===== config.mk =====
export PLATFORM = sky130hd
export DESIGN_NAME = popcnt_arbiter
export DESIGN_NICKNAME = d
export VERILOG_FILES = /design/src/rtl/popcnt_arbiter.sv
export SDC_FILE = /design/constraint.sdc
export NUM_CORES = 1
export LEC_CHECK = 0
export CORE_ASPECT_RATIO = 1.4
export CORE_MARGIN = 2
export CORE_UTILIZATION = 39
export CTS_CLUSTER_DIAMETER = 50
export DETAILED_ROUTE_END_ITERATION = 16
export GPL_TIMING_DRIVEN = 0
export PLACE_DENSITY = 0.83
export SYNTH_ARGS = -nofsm -noshare
export SYNTH_HDL_FRONTEND = slang
export SYNTH_SLANG_ARGS = --single-unit

===== constraint.sdc =====
create_clock -name clk_i -period 1.79 [get_ports clk_i]
set_input_delay 0.179 -clock clk_i [delete_from_list [all_inputs] [get_ports clk_i]]
set_output_delay 0.179 -clock clk_i [all_outputs]
set_load 0.1 [all_outputs]

===== src/rtl/popcnt_arbiter.sv =====
// rtl/popcnt_arbiter.sv - round-robin arbiter feeding a shared popcount engine
module popcnt_arbiter #(
   parameter int WIDTH   = 12,
   parameter int REQS    = 4,
   parameter int TIMEOUT = 64,
   localparam int CW     = $clog2(WIDTH + 1),
   localparam int IW     = $clog2(REQS)
) (
   input  logic                  clk_i,
   input  logic                  arst_i,
   input  logic [REQS-1:0]       req_i,
   input  logic [REQS*WIDTH-1:0] data_i,
   output logic [REQS-1:0]       ack_o,
   output logic [CW-1:0]         res_o,
   output logic [REQS-1:0]       res_val_o,
   output logic                  err_o,
   output logic                  busy_o,
   output logic [WIDTH-1:0]      eng_data_o,
   output logic                  eng_val_o,
   input  logic [CW-1:0]         eng_data_i,
   input  logic                  eng_val_i
);

   localparam int TW = (TIMEOUT > 1) ? $clog2(TIMEOUT) : 1;
   localparam logic [TW-1:0] CNT_LAST = TW'(TIMEOUT - 1);
   localparam logic [IW-1:0] LAST_REQ = IW'(REQS - 1);

   typedef enum logic [1:0] {
      ST_IDLE,
      ST_ISSUE,
      ST_WAIT,
      ST_RESP
   } state_t;

   state_t            state, nxt_state;
   logic [IW-1:0]     ptr, nxt_ptr;
   logic [IW-1:0]     gnt, nxt_gnt;
   logic [WIDTH-1:0]  word, nxt_word;
   logic [TW-1:0]     cnt, nxt_cnt;
   logic [CW-1:0]     res, nxt_res;
   logic              err, nxt_err;

   logic              found;
   logic [IW-1:0]     pick;
   logic [WIDTH-1:0]  pick_word;
   int                idx;

   // Search for the first active request at or after the round-robin pointer
   always_comb begin
      found = 1'b0;
      pick  = ptr;
      idx   = 0;
      for (int i = 0; i < REQS; i++) begin
         idx = int'(ptr) + i;
         if (idx >= REQS) idx = idx - REQS;
         if (!found && req_i[IW'(idx)]) begin
            found = 1'b1;
            pick  = IW'(idx);
         end
      end
   end

   // Select the data word belonging to the candidate requester
   always_comb begin
      pick_word = '0;
      for (int k = 0; k < REQS; k++) begin
         if (pick == IW'(k)) pick_word = data_i[k*WIDTH +: WIDTH];
      end
   end

   // Next-state and datapath update decisions
   always_comb begin
      nxt_state = state;
      nxt_ptr   = ptr;
      nxt_gnt   = gnt;
      nxt_word  = word;
      nxt_cnt   = cnt;
      nxt_res   = res;
      nxt_err   = err;
      case (state)
         ST_IDLE: begin
            if (found) begin
               nxt_gnt   = pick;
               nxt_word  = pick_word;
               nxt_state = ST_ISSUE;
            end
         end
         ST_ISSUE: begin
            nxt_cnt   = '0;
            nxt_state = ST_WAIT;
         end
         ST_WAIT: begin
            // A result landing on the final count still wins over the timeout
            if (eng_val_i) begin
               nxt_res   = eng_data_i;
               nxt_err   = 1'b0;
               nxt_state = ST_RESP;
            end else if (cnt == CNT_LAST) begin
               nxt_res   = '0;
               nxt_err   = 1'b1;
               nxt_state = ST_RESP;
            end else begin
               nxt_cnt = cnt + TW'(1);
            end
         end
         ST_RESP: begin
            nxt_ptr   = (gnt == LAST_REQ) ? '0 : gnt + IW'(1);
            nxt_state = ST_IDLE;
         end
         default: nxt_state = ST_IDLE;
      endcase
   end

   // State and datapath registers, cleared asynchronously
   always_ff @(posedge clk_i or posedge arst_i) begin
      if (arst_i) begin
         state <= ST_IDLE;
         ptr   <= '0;
         gnt   <= '0;
         word  <= '0;
         cnt   <= '0;
         res   <= '0;
         err   <= 1'b0;
      end else begin
         state <= nxt_state;
         ptr   <= nxt_ptr;
         gnt   <= nxt_gnt;
         word  <= nxt_word;
         cnt   <= nxt_cnt;
         res   <= nxt_res;
         err   <= nxt_err;
      end
   end

   // Pulses decoded from state; ack is gated by reset because it follows req_i
   always_comb begin
      ack_o     = '0;
      res_val_o = '0;
      if (state == ST_IDLE && found && !arst_i) ack_o[pick] = 1'b1;
      if (state == ST_RESP) res_val_o[gnt] = 1'b1;
   end

   assign busy_o     = (state != ST_IDLE);
   assign eng_val_o  = (state == ST_ISSUE);
   assign eng_data_o = eng_val_o ? word : '0;
   assign res_o      = (state == ST_RESP) ? res : '0;
   assign err_o      = (state == ST_RESP) && err;

endmodule


==> results.md, run 1 <==
* Startpoint Class: flop
* Global-route wire length before repair at between 10000 and 15000 um
* Total global routing overflow at 0
* Area share of the largest cell type after synthesis at 0.3600
* Synth Instances at between 200 and 250
* EDFF count, synth at 0
* R2R Setup Slk at -0.22 ns
* Crit path required time at approximately 1.6 ns
* Status: finished with violations
* Highest Clock Rate at 0.4816 GHz
* Syn Nets at 312
* Post-Syn Area at 0.002016 mm2
* CTS tree: built
* Post-route ant nets at 0
* Slew Viols, Final at 0
* Post-synth ARST share at 1.000
* Seq/Total Area, Yosys at 0.3600
* Worst Skew at roughly 0.0066 ns
* Synthesis-to-finish area growth at 75.73%
* TNS Setup at -3.309 ns
* Final hold vios at 0
* Inserted Diodes at 0
* CTS Root Cell: clkbuf_8
* Slowest-stage cell, CP: or4_4
* Syn avg cell area at between 8 and 9 um2
* Vias in the first global route at about 2.3k
* Class of the worst hold path: reg2reg
* Layout cell share with drive strength beyond 1 at 0.3639
* Reg2Reg Launch Point: ptr[1]$_DFFE_PP0P_
* Clock power frac at 0.092
* FP Rows at 31
* Most frequent cells after synthesis: o21ai_0 (34), dfrtp_1 (29), nand3_1 (29)
* Wire per inst at 17.33 um
* Vias at ~2.3k
* Sw frac at 0.5375
* Violated checks: setup timing
* Clock Sinks at 29
* Die ar. at 0.005768 mm2
* Dpl hpwl at roughly 4800 um
* Final-stage net count at roughly 420
* H-Tree Depth at 2
* Worst hold start: word[0]$_DFFE_PP0N_
* Fin util at 0.6971
* Worst-path cell chain: and3b_2, or4_4, buf_8, nand2_8, nor4_4, buf_6
* WHS Endpoint: word[0]$_DFFE_PP0N_
* Drt first pass iters at 4
* Top_reg_cell synth: dfrtp_1
* WL final at between 7000 and 8000 um
* Post-route clock period utilization at 1.160
* Non-Filler Instances at between 400 and 500
* Reg power frac at 0.192
* I/O pin cnt at 86
* Initial antenna violation count at 0
* Skew-Pair Late Insertion Delay at 0.29 ns
* Psw at roughly 3.1 mW
* Crit end category: output pin
* # placed instances at 394
* Synthesized flop and latch total at 29
* Final hold slack at approximately 0.49 ns
* Most common cell in the netlist: o21ai_0
* Clk pin slew, worst setup/hold paths at 0.07 ns
* CP Max Fanout at 3
* Area contributors post-synth: dfrtp_1 (36%), o21ai_0 (8.4%), nand3_1 (7.2%)
* Clk buf depth at 2
* I/O Buffers at between 80 and 90
* RePlAce Congestion at a little under 0.8
* Drt via density at about 5.6
* Internal Power at ~2.7 mW
* Post-route DRC at 0
* Kind of critical path: reg2out
* # setup viols final at 16
* Netlist cell types at 35
* Final worst path period need at 2.076 ns
* Cell taking the most area after synthesis: dfrtp_1
* Worst Reg-to-Reg Cells at 7
* Power per cell area at about 1600 mW/mm2
* Fin worst setup slack at -0.2864 ns
* Cell depth of the worst hold path at 1
* Synth warn at 0
* Gate power share at 0.716
* Total GRT Usage at 0.2475
* Worst r2r dst: word[8]$_DFFE_PP0N_
* Worst-Margin Slew at roughly 1.1 ns
* Crit path DAT at between 1.5 and 2 ns
* Die Ht at between 80 and 90 um
* Starting Density at 0.3967
* RSZ-0062 raised after global routing: yes
* Max_cap viols at 0
* Total chip power at roughly 5.8 mW
* Core area at a little over 0.005 mm2
* CP peak stage delay at about 0.46 ns
* CTS Buf Count at 5
* Slew HR at 0.2459
* Largest net degree at the start of global routing at 30
* Initial DRC Count at approximately 150
* VDD IR max at 1.109 mV
* LEAKAGE at between 1.5 and 2 nW
* Die X at 64.76 um
[how the worst max path moves through the flow]
stage / slack [ns] / end / cells past startpoint / startpoint
5_1_grt: -0.33 / ack_o[0] / 7 / ptr[1]$_DFFE_PP0P_
3_5_place_dp: -1.77 / ack_o[3] / 7 / req_i[3]
3_3_place_gp: -1.72 / ack_o[2] / 7 / req_i[3]
6_report: -0.29 / ack_o[0] / 6 / ptr[1]$_DFFE_PP0P_
2_1_floorplan: -0.69 / ack_o[2] / 5 / ptr[1]$_DFFE_PP0P_
4_1_cts: -0.36 / ack_o[0] / 7 / ptr[1]$_DFFE_PP0P_
[critical path, delay by kind of cell (launching register included)]
kind / cells / cell delay (ns)
simple gates: 4 / 0.80
buf+inv: 2 / 0.36
flops: 1 / 0.45
[state kept, by name, summed over array words and instances, names as in the netlist]
name / cells
word: 12
cnt: 6
res: 4
gnt: 2
ptr: 2
state: 2
err: 1
[cell families after synthesis]
kind of cell             share of synthesized area
AO/OA/AOI/OAI                               0.2663
multiplexers                               0.01117
flip-flops                                  0.3600
adder cells (fa/ha/maj)                    0.06207
AND/OR/NAND/NOR                             0.2402
buffers and inverters                      0.06021
[layout make-up]
type	instances	area (um2)
fill	396	1539
sequential	29	729.5
tap	66	82.58
inverter	12	48.80
buffer	14	135.1
clock inverter	2	10.01
timing repair buffer	101	980.9
multi-input combinational	185	1483
clock buffer	6	72.57
[cells in the final DEF (no fill, tap or decap), types with 4 or more instances in the layout]
cell              n
clkdlybuf4s50_1  54
o21ai_0          32
dfrtp_1          26
buf_4            24
nand3_1          22
buf_6            17
a21oi_1          13
a211o_1          13
a21oi_2          13
and2_2           11
and2_1           10
inv_1             9
clkbuf_8          7
nor4_4            6
nand2_1           6
nand3_2           6
ha_1              6
nand4_1           4
clkbuf_1          4
a32o_1            4
[stage by stage]
stage	setup WS [ns]	cell area, um2
floorplan	-0.6857	2175
global placement	-1.720	3108
detailed placement	-1.769	3108
CTS	-0.3551	3392
global route	-0.3331	3542
finish	-0.2864	3542
[power groups by stage]
stage	registers [mW]	logic [mW]	clock network, mW
5_1_grt	1.15	4.43	0.579
3_5_place_dp	1.11	3.58	0
4_1_cts	1.11	3.92	0.541
2_1_floorplan	1.07	2.77	0
3_3_place_gp	1.10	3.53	0
6_report	1.12	4.18	0.533
[routing by layer]
metal | track usage | vias up | wire length (um)
met5 | 0 | - | 0
met4 | 0.08704 | 0 | 150
met3 | 0.05919 | 16 | 537
met2 | 0.4658 | 107 | 3800
met1 | 0.2691 | 1101 | 2704
li1 | - | 1103 | -
[timing repair]
item	4_1_cts	5_1_grt
hold buffers	0	0
setup endpoints to repair	42	40
gates cloned	1	0
pin swaps	6	9
resized for setup	216	38
setup buffers	9	6
endpoints found under the hold margin	0	0
No activity file was read; power rests on OpenSTA's default activity.
==> run 2, diff against run 1 <==
--- a/config.mk
+++ b/config.mk
@@ -11,6 +11,7 @@
 export CTS_CLUSTER_DIAMETER = 50
 export DETAILED_ROUTE_END_ITERATION = 16
 export GPL_TIMING_DRIVEN = 0
+export HOLD_SLACK_MARGIN = 0.02
 export PLACE_DENSITY = 0.83
 export SYNTH_ARGS = -nofsm -noshare
 export SYNTH_HDL_FRONTEND = slang
==> results of run 2 <==
The final DEF is identical to that of run 1; final timing and power are the same.
